File: src/rtl/td4_ctrl_pkg.sv
// Shared definitions for the TD4 execution controller: state encoding,
// the JMP opcode nibble and the self-jump detector.
package td4_ctrl_pkg;

    typedef enum logic [1:0] {
        ST_HALT = 2'd0,
        ST_RUN  = 2'd1,
        ST_BRK  = 2'd2,
        ST_SPIN = 2'd3
    } exec_state_t;

    localparam logic [3:0] OP_JMP = 4'b1111;

    // An unconditional JMP whose target is its own address never leaves.
    function automatic logic is_self_jump(input logic [7:0] opcode, input logic [3:0] pc);
        return (opcode[7:4] == OP_JMP) && (opcode[3:0] == pc);
    endfunction

endpackage

File: src/rtl/td4_debounce.sv
// Conditions one active-low board input: inversion, 2-flop synchronizer,
// stability-count debouncer and a one-cycle pulse on the debounced rising edge.
module td4_debounce #(
    parameter int DEB_CYCLES = 240_000
) (
    input  logic clock,
    input  logic reset,
    input  logic raw_n,
    output logic level,
    output logic rise
);

    localparam int CW = (DEB_CYCLES > 1) ? $clog2(DEB_CYCLES) : 1;
    localparam logic [CW-1:0] CNT_LAST = CW'(DEB_CYCLES - 1);

    logic          sync_a;
    logic          sync_b;
    logic          level_d;
    logic [CW-1:0] stable_cnt;

    // The level only follows the synchronized input once it has disagreed
    // with the current level for DEB_CYCLES consecutive samples.
    always_ff @(posedge clock) begin
        if (reset) begin
            sync_a     <= 1'b0;
            sync_b     <= 1'b0;
            level      <= 1'b0;
            level_d    <= 1'b0;
            rise       <= 1'b0;
            stable_cnt <= '0;
        end else begin
            sync_a  <= ~raw_n;
            sync_b  <= sync_a;
            level_d <= level;
            rise    <= level & ~level_d;
            if (sync_b == level) begin
                stable_cnt <= '0;
            end else if (stable_cnt == CNT_LAST) begin
                level      <= sync_b;
                stable_cnt <= '0;
            end else begin
                stable_cnt <= stable_cnt + CW'(1);
            end
        end
    end

endmodule

File: src/rtl/td4_exec_ctrl.sv
// TD4 execution controller: turns the RUN switch, STEP button, PC breakpoint
// and self-jump detection into a single-cycle execute enable for the core.
module td4_exec_ctrl
    import td4_ctrl_pkg::*;
#(
    parameter int DIV        = 24_000_000,
    parameter int DEB_CYCLES = 240_000,
    parameter int CNT_W      = 16
) (
    input  logic             clock,
    input  logic             reset,
    input  logic             run_sw_n,
    input  logic             step_btn_n,
    input  logic             bp_en,
    input  logic [3:0]       bp_addr,
    input  logic [3:0]       pc,
    input  logic [7:0]       opcode,
    output logic             cpu_en,
    output logic [1:0]       state,
    output logic             halted,
    output logic             brk_hit,
    output logic [CNT_W-1:0] instr_count
);

    localparam int TICK_W = $clog2(DIV);
    localparam logic [TICK_W-1:0] TICK_LAST = TICK_W'(DIV - 1);

    exec_state_t       state_q;
    logic [TICK_W-1:0] tick_cnt;
    logic              tick;
    logic              bp_skip;
    logic              run_lvl;
    logic              run_rise_unused;
    logic              step_lvl_unused;
    logic              step_pulse;

    td4_debounce #(.DEB_CYCLES(DEB_CYCLES)) u_run_deb (
        .clock (clock),
        .reset (reset),
        .raw_n (run_sw_n),
        .level (run_lvl),
        .rise  (run_rise_unused)
    );

    td4_debounce #(.DEB_CYCLES(DEB_CYCLES)) u_step_deb (
        .clock (clock),
        .reset (reset),
        .raw_n (step_btn_n),
        .level (step_lvl_unused),
        .rise  (step_pulse)
    );

    assign tick   = (tick_cnt == TICK_LAST);
    assign state  = state_q;
    assign halted = (state_q != ST_RUN);

    // A falling run level always wins; a breakpoint at the PC we resumed from
    // is skipped once so that RUN can leave it.
    always_ff @(posedge clock) begin
        if (reset) begin
            state_q     <= ST_HALT;
            cpu_en      <= 1'b0;
            brk_hit     <= 1'b0;
            bp_skip     <= 1'b0;
            tick_cnt    <= '0;
            instr_count <= '0;
        end else begin
            cpu_en <= 1'b0;
            if (cpu_en) begin
                instr_count <= instr_count + CNT_W'(1);
            end
            case (state_q)
                ST_HALT: begin
                    if (run_lvl) begin
                        state_q  <= ST_RUN;
                        tick_cnt <= '0;
                        bp_skip  <= 1'b1;
                        brk_hit  <= 1'b0;
                    end else if (step_pulse) begin
                        cpu_en <= 1'b1;
                    end
                end
                ST_RUN: begin
                    if (!run_lvl) begin
                        state_q <= ST_HALT;
                    end else if (tick) begin
                        tick_cnt <= '0;
                        if (bp_en && (pc == bp_addr) && !bp_skip) begin
                            state_q <= ST_BRK;
                            brk_hit <= 1'b1;
                        end else if (is_self_jump(opcode, pc)) begin
                            state_q <= ST_SPIN;
                        end else begin
                            cpu_en  <= 1'b1;
                            bp_skip <= 1'b0;
                        end
                    end else begin
                        tick_cnt <= tick_cnt + TICK_W'(1);
                    end
                end
                ST_BRK: begin
                    if (!run_lvl) begin
                        state_q <= ST_HALT;
                    end else if (step_pulse) begin
                        // The stepped enable executes the breakpoint instruction itself.
                        cpu_en   <= 1'b1;
                        state_q  <= ST_RUN;
                        tick_cnt <= '0;
                        bp_skip  <= 1'b0;
                        brk_hit  <= 1'b0;
                    end
                end
                ST_SPIN: begin
                    if (!run_lvl) begin
                        state_q <= ST_HALT;
                    end
                end
                default: begin
                    state_q <= ST_HALT;
                end
            endcase
        end
    end

endmodule

File: config.mk
export PLATFORM = sky130hd
export DESIGN_NAME = td4_exec_ctrl
export DESIGN_NICKNAME = d
export VERILOG_FILES = /design/src/rtl/td4_ctrl_pkg.sv /design/src/rtl/td4_debounce.sv /design/src/rtl/td4_exec_ctrl.sv
export SDC_FILE = /design/constraint.sdc
export NUM_CORES = 1
export LEC_CHECK = 0
export CAP_MARGIN = 30
export CORE_ASPECT_RATIO = 1.25
export CORE_MARGIN = 3
export CORE_UTILIZATION = 35
export DETAILED_ROUTE_END_ITERATION = 8
export GPL_ROUTABILITY_DRIVEN = 0
export GPL_TIMING_DRIVEN = 0
export MAX_ROUTING_LAYER = met4
export PLACE_DENSITY = 0.57
export SLEW_MARGIN = 15
export SYNTH_ARGS = -nofsm -noshare
export SYNTH_HDL_FRONTEND = slang
export SYNTH_SLANG_ARGS = --single-unit
export TNS_END_PERCENT = 5
File: constraint.sdc
create_clock -name clock -period 4.2 [get_ports clock]
set_input_delay 0.63 -clock clock [delete_from_list [all_inputs] [get_ports clock]]
set_output_delay 0.63 -clock clock [all_outputs]
set_load 0.005 [all_outputs]
* Word level (Yosys, flattened, before mapping)
Cells that the tools add are included.
Storage, ports and cells: register bits after elaboration 90, latch bits 0, RAM bits 0, bits in read-only memories 0, input port bits 21, output and inout bits 21, memories kept 0
Cells by class: add/sub/neg operators 4, multiply operators 0, divide/modulo/power cells 0, magnitude comparators 0, equal/unequal tests 24, shift operators 0, mux-type cells 36, bitwise operators 6, reduce and logical (&&, ||, !) cells 14
Operators by type and width (count):
- 2-to-1 mux 25 bit | 5
- one-hot mux 25 bit (3 select lines) | 1
- adder 18 x 1 -> 18 bit, second input constant | 2
- == test 18 bit, second input constant | 2
- adder 25 x 1 -> 25 bit, second input constant | 1
- == test 25 bit, second input constant | 1
- 2-to-1 mux 1 bit | 18
- adder 16 x 1 -> 16 bit, second input constant | 1
- 2-to-1 mux 2 bit | 8
- inequality test 2 x 1 -> 1 bit, second input constant | 5
- inequality test 2 bit, second input constant | 5
- AND reduction 5 bit | 2
- one-hot mux 1 bit (3 select lines) | 3
- == test 4 bit | 2
- one-hot mux 2 bit (4 select lines) | 1
- AND reduction 8 bit | 1
- AND reduction 7 bit | 1
- OR reduction 3 bit | 2
- NOT 1 bit | 5
- == test 2 bit, second input constant | 2
- == test 4 bit, second input constant | 1
- inequality test 4 bit, second input constant | 1
- AND reduction 2 bit | 2
- logical AND 1 bit | 3
- 8 further kinds | 9

* Longest topological paths before layout
Gate-level depths: netlist (run 1).
word-level depth 7, gate-level depth with buffers 9, depth with buffers taken out 8

* Modules after synthesis
A second synthesis (run 1) with hierarchy kept.
Second synthesis, totals: cell total of the unflattened synthesis 495, area total of the unflattened synthesis 4384.2 sq um
By module, submodules not included:
- td4_exec_ctrl | instances 1, cells each 279, area each 2399.8 sq um, sequential area each 920.9 sq um
- td4_debounce | instances 2, cells each 108, area each 992.2 sq um, sequential area each 460.4 sq um

* Least setup slack after synthesis (run 1)
Ideal clock, no wire load.
kind flip-flop to flip-flop, start point register state_q[1], in the netlist state[1], end point register bp_skip, setup time 0.122 ns, arrival 1.890 ns, required time 4.078 ns, path slack 2.188 ns, cell stages (with the launch flop) 10, period minus slack after synthesis 2.012 ns, path through dfxtp_1 -> inv_1 -> ha_1 -> nor3_2 -> a21oi_4 -> or2_1 -> buf_6 -> nor4b_4 -> o21ai_1 -> o311a_1
On the way: word-level cells in the longest chain between the ends 3
Ends and longest elaborated chain:
- from (decl) | line td4_exec_ctrl.sv:28 | exec_state_t state_q;
- from (signal assigned) | line td4_exec_ctrl.sv:61 | state_q <= ST_HALT;
- from (signal assigned) | line td4_exec_ctrl.sv:75 | state_q <= ST_RUN;
- from (signal assigned) | line td4_exec_ctrl.sv:85 | state_q <= ST_HALT;
- == test 2 x 1 -> 1 bit (tied with other cells) | line td4_exec_ctrl.sv:72 | case (state_q)
- inequality test 2 bit (no source line) (tied with other cells)
- AND reduction 8 bit (no source line)
- to (signal assigned) | line td4_exec_ctrl.sv:64 | bp_skip <= 1'b0;
- to (signal assigned) | line td4_exec_ctrl.sv:77 | bp_skip <= 1'b1;
- to (signal assigned) | line td4_exec_ctrl.sv:95 | bp_skip <= 1'b0;
- to (decl) | line td4_exec_ctrl.sv:31 | logic bp_skip;
Parallel ways exist; a longest one is shown, timed or not. A chain may end at the register's enable or synchronous reset.

* Final worst setup path (run 1)
start point register state_q[1], in the netlist state[1], end point output halted
On the way: word-level cells in the longest chain between the ends 1
Ends and longest elaborated chain:
- inequality test 2 x 1 -> 1 bit | line td4_exec_ctrl.sv:55 | assign halted = (state_q != ST_RUN);
- to (decl) | line td4_exec_ctrl.sv:20 | output logic halted,
Every way passes these cells.

==> results.rst, run 1 <==
.. list-table::
   :header-rows: 1

   * - Metric
     - Value
   * - Run status
     - completed
   * - Count of routing violations after the opening detailed-route iteration
     - 95
   * - Area of the multi-input gates
     - 2240 um^2
   * - Count of synthesis-stage warnings from yosys
     - 0
   * - Buffers inserted during post-CTS setup optimization
     - 0
   * - NumNets Final
     - 542
   * - Antenna violations before repair
     - 0
   * - CTS max path bufs
     - 2
   * - Total clock buffers created by CTS
     - 9
   * - Ant diodes
     - 0
   * - Combined flip-flop and latch cell area
     - 1800 um^2
   * - Worst-skew pair later-pin latency
     - 0.34 ns
   * - Flip-flop and latch count after synthesis
     - 90
   * - Antenna-violating nets left
     - 0
   * - Total of fill cells in the finished design
     - 1103
   * - Crit path kind
     - register to primary output
   * - Via count of the routed design
     - 3192
   * - MaxCap Viol Count
     - 0
   * - Portion of synthesized cell area occupied by the leading cell type
     - 43.3%
   * - Post-detail-place hpwl
     - 6060 um
   * - Pin count of the biggest net entering global routing
     - 17
   * - Crit path max fanout
     - 6
   * - Final critical-path share of the clock period
     - 58.0%
   * - Number of cells produced by synthesis
     - 461
   * - Overall Global Routing Usage
     - 13.6%
   * - CP max-delay cell
     - sky130_fd_sc_hd__clkdlybuf4s50_1
   * - Number of hold-repair buffers added at the cts stage
     - 0
   * - Layout Cell Area excl Fill
     - 5060 um^2
   * - CTS tree
     - built
   * - Cell-by-cell trace of the critical path
     - inv_1, ha_1, inv_1, clkdlybuf4s50_1
   * - Crit path time final
     - 2.44 ns
   * - Layout cells sized above 1
     - 7.74%
   * - Die ar.
     - 13200 um^2
   * - Worst endpoint data arrival time
     - 1.81 ns
   * - IR drop worst, VDD
     - 0.233 mV
   * - Cell occurring most often along the worst timing path
     - sky130_fd_sc_hd__inv_1
   * - Post-synthesis cell type with the largest combined area
     - sky130_fd_sc_hd__dfxtp_1
   * - Post-cts repair resize count
     - 0
   * - Total nets after synthesis
     - 491
   * - Unrepaired setup endpoints after global routing
     - no
   * - Number of top-level pins
     - 42
   * - Via-to-Cell Ratio
     - 4.74
   * - Syn avg cell area
     - 9.02 um^2
   * - Required time reported for the critical path endpoint
     - 3.57 ns
   * - Largest cells by area after synthesis
     - sky130_fd_sc_hd__dfxtp_1 43%, sky130_fd_sc_hd__xor2_1 8.8%, sky130_fd_sc_hd__nor2_1 8.2%, sky130_fd_sc_hd__xnor2_1 6.7%, sky130_fd_sc_hd__nand3_1 3.5%
   * - Post-Synthesis Cell Area
     - 4160 um^2
   * - Sequential share of the synthesized area
     - 43.3%
   * - Area growth, synth to finish
     - 21.7%
   * - X dimension of the die
     - 104 um
   * - Classification of the worst-slack hold path
     - register to register
   * - CTS Root Buffer Type
     - sky130_fd_sc_hd__clkbuf_16
   * - Max-slew violations
     - 0
   * - DP Area
     - 4760 um^2
   * - Drc violations
     - 0
   * - Worst clock skew
     - 0.00654 ns
   * - Worst path top cell family by delay
     - buffers and inverters
   * - Number of global-route vias before repair
     - 3055
   * - Initial Utilization
     - 36.6%
   * - Clock-pin slew reported for the worst setup and hold paths after clock tree synthesis
     - 0.07 ns
   * - Final setup viols
     - 0
   * - Final hold slack
     - 0.384 ns
   * - First-pass iteration count of the detailed router
     - 4
   * - Core Box Area
     - 11400 um^2
   * - Reg-to-Reg Start
     - state[1]
   * - H-tree levels
     - 3
   * - Global-route wire length before repair
     - 14400 um
   * - PortBufs
     - 40
   * - Capturing element type of the critical path
     - primary output
   * - Crit. Startpoint
     - state[1]
   * - Layout Utilization
     - 44.6%
   * - Ys flop type
     - sky130_fd_sc_hd__dfxtp_1
   * - Actual slew at the worst max-slew pin
     - 0.637 ns
   * - EDFF count, synth
     - 0
   * - Total clock sinks
     - 90
   * - Unique cell type count in the Yosys netlist
     - 44
   * - Die Y-Extent
     - 128 um
   * - Fraction of registers with async set/reset
     - 0%
   * - Bufs and invs on worst path
     - 3
   * - Setup TNS Final
     - 0 ns
   * - Total grt overflow
     - 0
   * - Worst slew margin relative to its limit
     - 57.2%
   * - Hold path startpoint
     - u_step_deb.level_d
   * - Row count
     - 43
   * - Stage delay of the slowest cell on the critical path
     - 0.50 ns
   * - WL/cell
     - 12.3 um
   * - Startpoint type of the worst setup path
     - register
   * - Pleak
     - 1.72 nW
   * - Routed Wire Length
     - 8310 um
   * - Total design power
     - 1.79 mW
   * - Cell Pwr Density
     - 354 nW/um^2
   * - Achievable Freq
     - 410 MHz
   * - Final hold violation count
     - 0
==> cells in the mapped netlist, types with 4 or more instances <==
cell type / n
sky130_fd_sc_hd__o21ai_0: 8
sky130_fd_sc_hd__nand3_1: 29
sky130_fd_sc_hd__nor2b_1: 7
sky130_fd_sc_hd__nand4_1: 17
sky130_fd_sc_hd__buf_4: 4
sky130_fd_sc_hd__a21oi_1: 9
sky130_fd_sc_hd__xor2_1: 42
sky130_fd_sc_hd__xnor2_1: 32
sky130_fd_sc_hd__nand3b_1: 4
sky130_fd_sc_hd__nand2_1: 29
sky130_fd_sc_hd__nor3_1: 8
sky130_fd_sc_hd__nor4b_4: 4
sky130_fd_sc_hd__nor2_1: 91
sky130_fd_sc_hd__ha_1: 9
sky130_fd_sc_hd__dfxtp_1: 90
sky130_fd_sc_hd__clkbuf_1: 4
sky130_fd_sc_hd__inv_1: 9
sky130_fd_sc_hd__or3_1: 6
sky130_fd_sc_hd__and3_1: 20
sky130_fd_sc_hd__mux2i_1: 4
==> metal layers <==
metal,vias to the layer above,global-route usage [%],wire length (um)
met2,41,20.8,3750
met3,8,4.38,352
li1,1663,-,-
met4,0,4.23,116
met1,1480,17.2,4090
met5,-,-,0
==> where the power goes <==
part / leakage (nW) / internal [mW] / switching (mW)
clock: 0.144 / 0.466 / 0.348
combinational: 0.854 / 0.0524 / 0.0612
sequential: 0.726 / 0.859 / 0.00454
==> area by class of cell <==
cell class	instances	area share, %
multi-input cells	350	44.3
flip-flops and latches	90	35.6
repair buffers	40	7.91
clock buffers	9	4.45
well taps	157	3.88
plain buffers	12	1.66
clock inverters	7	1.56
inverters	9	0.667
==> final timing paths <==
check / end / slack [ns] / cells past startpoint
worst min-delay path: u_step_deb.rise / 0.38 / 1
worst max register to register: tick_cnt[6] / 1.88 / 9
worst min register to register: u_step_deb.rise / 0.38 / 1
worst max-delay path: halted / 1.76 / 4
==> state kept, by name (all words and copies together), names as in the netlist <==
name / cells
bp_skip: 1
brk_hit: 1
cpu_en: 1
instr_count: 16
state: 2
tick_cnt: 25
u_run_deb.level: 1
u_run_deb.stable_cnt: 18
u_run_deb.sync_a: 1
u_run_deb.sync_b: 1
u_step_deb.level: 1
u_step_deb.level_d: 1
u_step_deb.rise: 1
u_step_deb.stable_cnt: 18
u_step_deb.sync_a: 1
u_step_deb.sync_b: 1
==> worst register-to-register path: cells and delay by family (launching register included) <==
| kind | cells | cell delay [ns] |
|---|---|---|
| DFF | 1 | 0.42 |
| AOI/OAI and AO/OA | 1 | 0.10 |
| buffers and inverters | 2 | 0.28 |
| adders and majority gates | 1 | 0.31 |
| and+or+nand+nor | 5 | 1.11 |
==> cells in the final DEF, fill, tap and decap left out, drive strengths merged, types with 10 or more instances in the layout <==
cell           netlist  routed
clkdlybuf4s50        0      40
nand3               29      29
inv                  9      10
nor3                10      10
and3                20      20
nand2               30      30
dfxtp               90      90
nor2                92      92
xnor2               32      32
nand4               17      17
clkbuf               4      13
xor2                42      42
a21oi               10      10
==> through the flow <==
step | setup WS (ns) | cells
floorplan | 2.19 | 461
global placement | 1.64 | 658
detailed placement | 1.62 | 658
CTS | 1.73 | 674
global route | 1.65 | 674
finish | 1.76 | 674
==> cell families after synthesis <==
family	share of synthesized area, %
AO/OA/AOI/OAI	4.12
adder cells (fa/ha/maj)	2.71
AND/OR/NAND/NOR	30.5
multiplexers	0.962
XOR/XNOR	15.6
flip-flops	43.3
buffers and inverters	2.83
No activity file was read; power rests on OpenSTA's default activity.
==> inputs of run 2 (changes only) <==
PLACE_DENSITY = 0.59   (was 0.57)
clock period = 2.05 ns   (was 4.2 ns; I/O delays follow)
==> run 2 against run 1 <==
Against the previous run:
- clock skew hardly changed
- first-iteration DRC count increased by 5.3%
- critical path type is now register to register
- total power is 110% higher
- largest cell class unchanged
- wire length up 2.1%
- sequential power is 110% higher
==> results.rst, run 2 (synthesized netlist as in run 1, its figures left out) <==
.. list-table::
   :header-rows: 1

   * - Metric
     - Value
   * - IR drop worst, VDD
     - 0.441 mV (was 0.233 mV)
   * - Top reg by flops
     - tick_cnt (unchanged)
   * - Cell Pwr Density
     - 719 nW/um^2 (was 354 nW/um^2)
   * - Pin count of the biggest net entering global routing
     - 16 (was 17)
   * - Global-route wire length before repair
     - 14600 um (was 14400 um)
   * - Routed Wire Length
     - 8490 um (was 8310 um)
   * - Register-to-register setup slack
     - 0.07 ns (was 1.88 ns)
   * - Initial Utilization
     - 36.6% (unchanged)
   * - Layout Cell Area excl Fill
     - 5190 um^2 (was 5060 um^2)
   * - Row count
     - 43 (unchanged)
   * - Layout cells sized above 1
     - 11.3% (was 7.74%)
   * - MaxCap Viol Count
     - 0 (unchanged)
   * - Run status
     - completed (unchanged)
   * - Total clock buffers created by CTS
     - 9 (unchanged)
   * - Core Box Area
     - 11400 um^2 (unchanged)
   * - First-pass iteration count of the detailed router
     - 4 (unchanged)
   * - WHS Path Cells
     - 2 (was 1)
   * - Max-slew violations
     - 0 (unchanged)
   * - Final setup viols
     - 0 (unchanged)
   * - Total grt overflow
     - 0 (unchanged)
   * - Worst clock skew
     - 0.00699 ns (was 0.00654 ns)
   * - Final critical-path share of the clock period
     - 96.7%
   * - Crit. Startpoint
     - state[0] (was state[1])
   * - Largest registers
     - tick_cnt x25, u_run_deb.stable_cnt x18, u_step_deb.stable_cnt x18 (unchanged)
   * - Number of cells traversed by the worst register-to-register path
     - 8 (was 9)
   * - Crit path time final
     - 1.98 ns
   * - Total clock sinks
     - 90 (unchanged)
   * - Clock-pin slew reported for the worst setup and hold paths after clock tree synthesis
     - 0.06 ns (was 0.07 ns)
   * - Actual slew at the worst max-slew pin
     - 0.547 ns (was 0.637 ns)
   * - Number of top-level pins
     - 42 (unchanged)
   * - Achievable Freq
     - 504 MHz
   * - Pleak
     - 1.78 nW (was 1.72 nW)
   * - Reg-to-Reg Start
     - state[0] (was state[1])
   * - DP Area
     - 4760 um^2 (unchanged)
   * - Setup TNS Final
     - 0 ns (unchanged)
   * - Number of flip-flops under the largest register name
     - 25 (unchanged)
   * - Overall Global Routing Usage
     - 13.7% (was 13.6%)
   * - Final hold violation count
     - 0 (unchanged)
   * - NumNets Final
     - 548 (was 542)
   * - Most frequent standard cell in the layout excluding fill and tap cells
     - sky130_fd_sc_hd__dfxtp_1 (was sky130_fd_sc_hd__nor2_1)
   * - Total length of routed met3 wires
     - 274 um (was 352 um)
   * - Die Y-Extent
     - 128 um (unchanged)
   * - Via-to-Cell Ratio
     - 4.79 (was 4.74)
   * - Startpoint type of the worst setup path
     - register (unchanged)
   * - Highest metal used
     - met4 (unchanged)
   * - Capturing element type of the critical path
     - register (was primary output)
   * - Number of hold-repair buffers added at the cts stage
     - 0 (unchanged)
   * - H-tree levels
     - 3 (unchanged)
   * - CTS tree
     - built (unchanged)
   * - Area growth, synth to finish
     - 24.8% (was 21.7%)
   * - Antenna-violating nets left
     - 0 (unchanged)
   * - Die ar.
     - 13200 um^2 (unchanged)
   * - Worst-skew pair later-pin latency
     - 0.33 ns (was 0.34 ns)
   * - Post-detail-place hpwl
     - 6160 um (was 6060 um)
   * - Drc violations
     - 0 (unchanged)
   * - Crit path max fanout
     - 6 (unchanged)
   * - Critical register-to-register path endpoint
     - bp_skip (was tick_cnt[6])
   * - PortBufs
     - 40 (unchanged)
   * - Routed wire length on met2
     - 4070 um (was 3750 um)
   * - Crit path kind
     - register to register (was register to primary output)
   * - Final hold slack
     - 0.294 ns (was 0.384 ns)
   * - Worst endpoint data arrival time
     - 2.21 ns (was 1.81 ns)
   * - Leading cell types in the layout, fill and taps excluded
     - 88 x sky130_fd_sc_hd__dfxtp_1, 87 x sky130_fd_sc_hd__nor2_1, 42 x sky130_fd_sc_hd__xor2_1 (was 91 x sky130_fd_sc_hd__nor2_1, 90 x sky130_fd_sc_hd__dfxtp_1, 42 x sky130_fd_sc_hd__xor2_1)
   * - Worst slew margin relative to its limit
     - 63.2% (was 57.2%)
   * - X dimension of the die
     - 104 um (unchanged)
   * - Met1 WL
     - 4020 um (was 4090 um)
   * - CTS max path bufs
     - 2 (unchanged)
   * - Number of global-route vias before repair
     - 3165 (was 3055)
   * - CTS Root Buffer Type
     - sky130_fd_sc_hd__clkbuf_16 (unchanged)
   * - Critical Path End
     - bp_skip (was halted)
   * - WL/cell
     - 12.5 um (was 12.3 um)
   * - Classification of the worst-slack hold path
     - primary input to register (was register to register)
   * - Count of routing violations after the opening detailed-route iteration
     - 100 (was 95)
   * - Unrepaired setup endpoints after global routing
     - yes (was no)
   * - Antenna violations before repair
     - 0 (unchanged)
   * - Required time reported for the critical path endpoint
     - 2.27 ns (was 3.57 ns)
   * - Via count of the routed design
     - 3257 (was 3192)
   * - Ant diodes
     - 0 (unchanged)
==> run 2: through the flow <==
stage	setup slack [ns]	instances	power, mW	util [%]
3_5_place_dp	-0.315	658	2.05	41.9
2_1_floorplan	0.0379	461	1.95	-
3_3_place_gp	-0.296	658	2.05	41.9
4_1_cts	0.0202	674	3.75	44.8
6_report	0.0669	680	3.73	45.8
5_1_grt	-0.0104	680	3.88	45.8
==> run 2: where the power goes <==
part	internal [mW]	switching [mW]	total, mW
Clock	1.01	0.679	1.69
Combinational	0.126	0.140	0.265
Sequential	1.76	0.0122	1.77
==> run 2: repair_timing <==
action                                  4_1_cts  5_1_grt
setup buffers                                 0        6
gates resized for setup                       6       14
pin swaps                                     1        4
cloned                                        0        0
endpoints found under the setup margin       37       43
==> run 2: area by class of cell <==
class | instances | area (um^2)
Fill cell | 1088 | 6160
Clock buffer | 11 | 253
Sequential cell | 90 | 1810
Inverter | 9 | 33.8
Timing Repair Buffer | 46 | 445
Buffer | 12 | 83.8
Clock inverter | 5 | 62.6
Multi-Input combinational cell | 350 | 2310
Tap cell | 157 | 196
==> run 2: worst min path at each step <==
stage / start / end / slack (ns)
finish: reset / u_run_deb.sync_b / 0.29
floorplan: u_step_deb.level_d / u_step_deb.rise / 0.37
CTS: reset / u_run_deb.sync_b / 0.31
global placement: u_step_deb.level_d / u_step_deb.rise / 0.37
detailed placement: u_step_deb.level_d / u_step_deb.rise / 0.38
global route: reset / u_run_deb.sync_b / 0.32
==> run 2: metal layers <==
layer | track usage [%] | vias to the layer above
met5 | - | -
met4 | 5.09 | 0
met3 | 3.12 | 9
met2 | 22.5 | 43
met1 | 16.7 | 1528
li1 | - | 1677
==> run 2: critical path: stages, from the launching register on <==
cell and delay [ns]:
sky130_fd_sc_hd__dfxtp_4 0.37, sky130_fd_sc_hd__inv_1 0.12, sky130_fd_sc_hd__ha_2 0.25, sky130_fd_sc_hd__nand2b_1 0.13, sky130_fd_sc_hd__a21oi_4 0.33, sky130_fd_sc_hd__or2_1 0.16
sky130_fd_sc_hd__buf_6 0.13, sky130_fd_sc_hd__nor2_1 0.06, sky130_fd_sc_hd__o311a_1 0.32
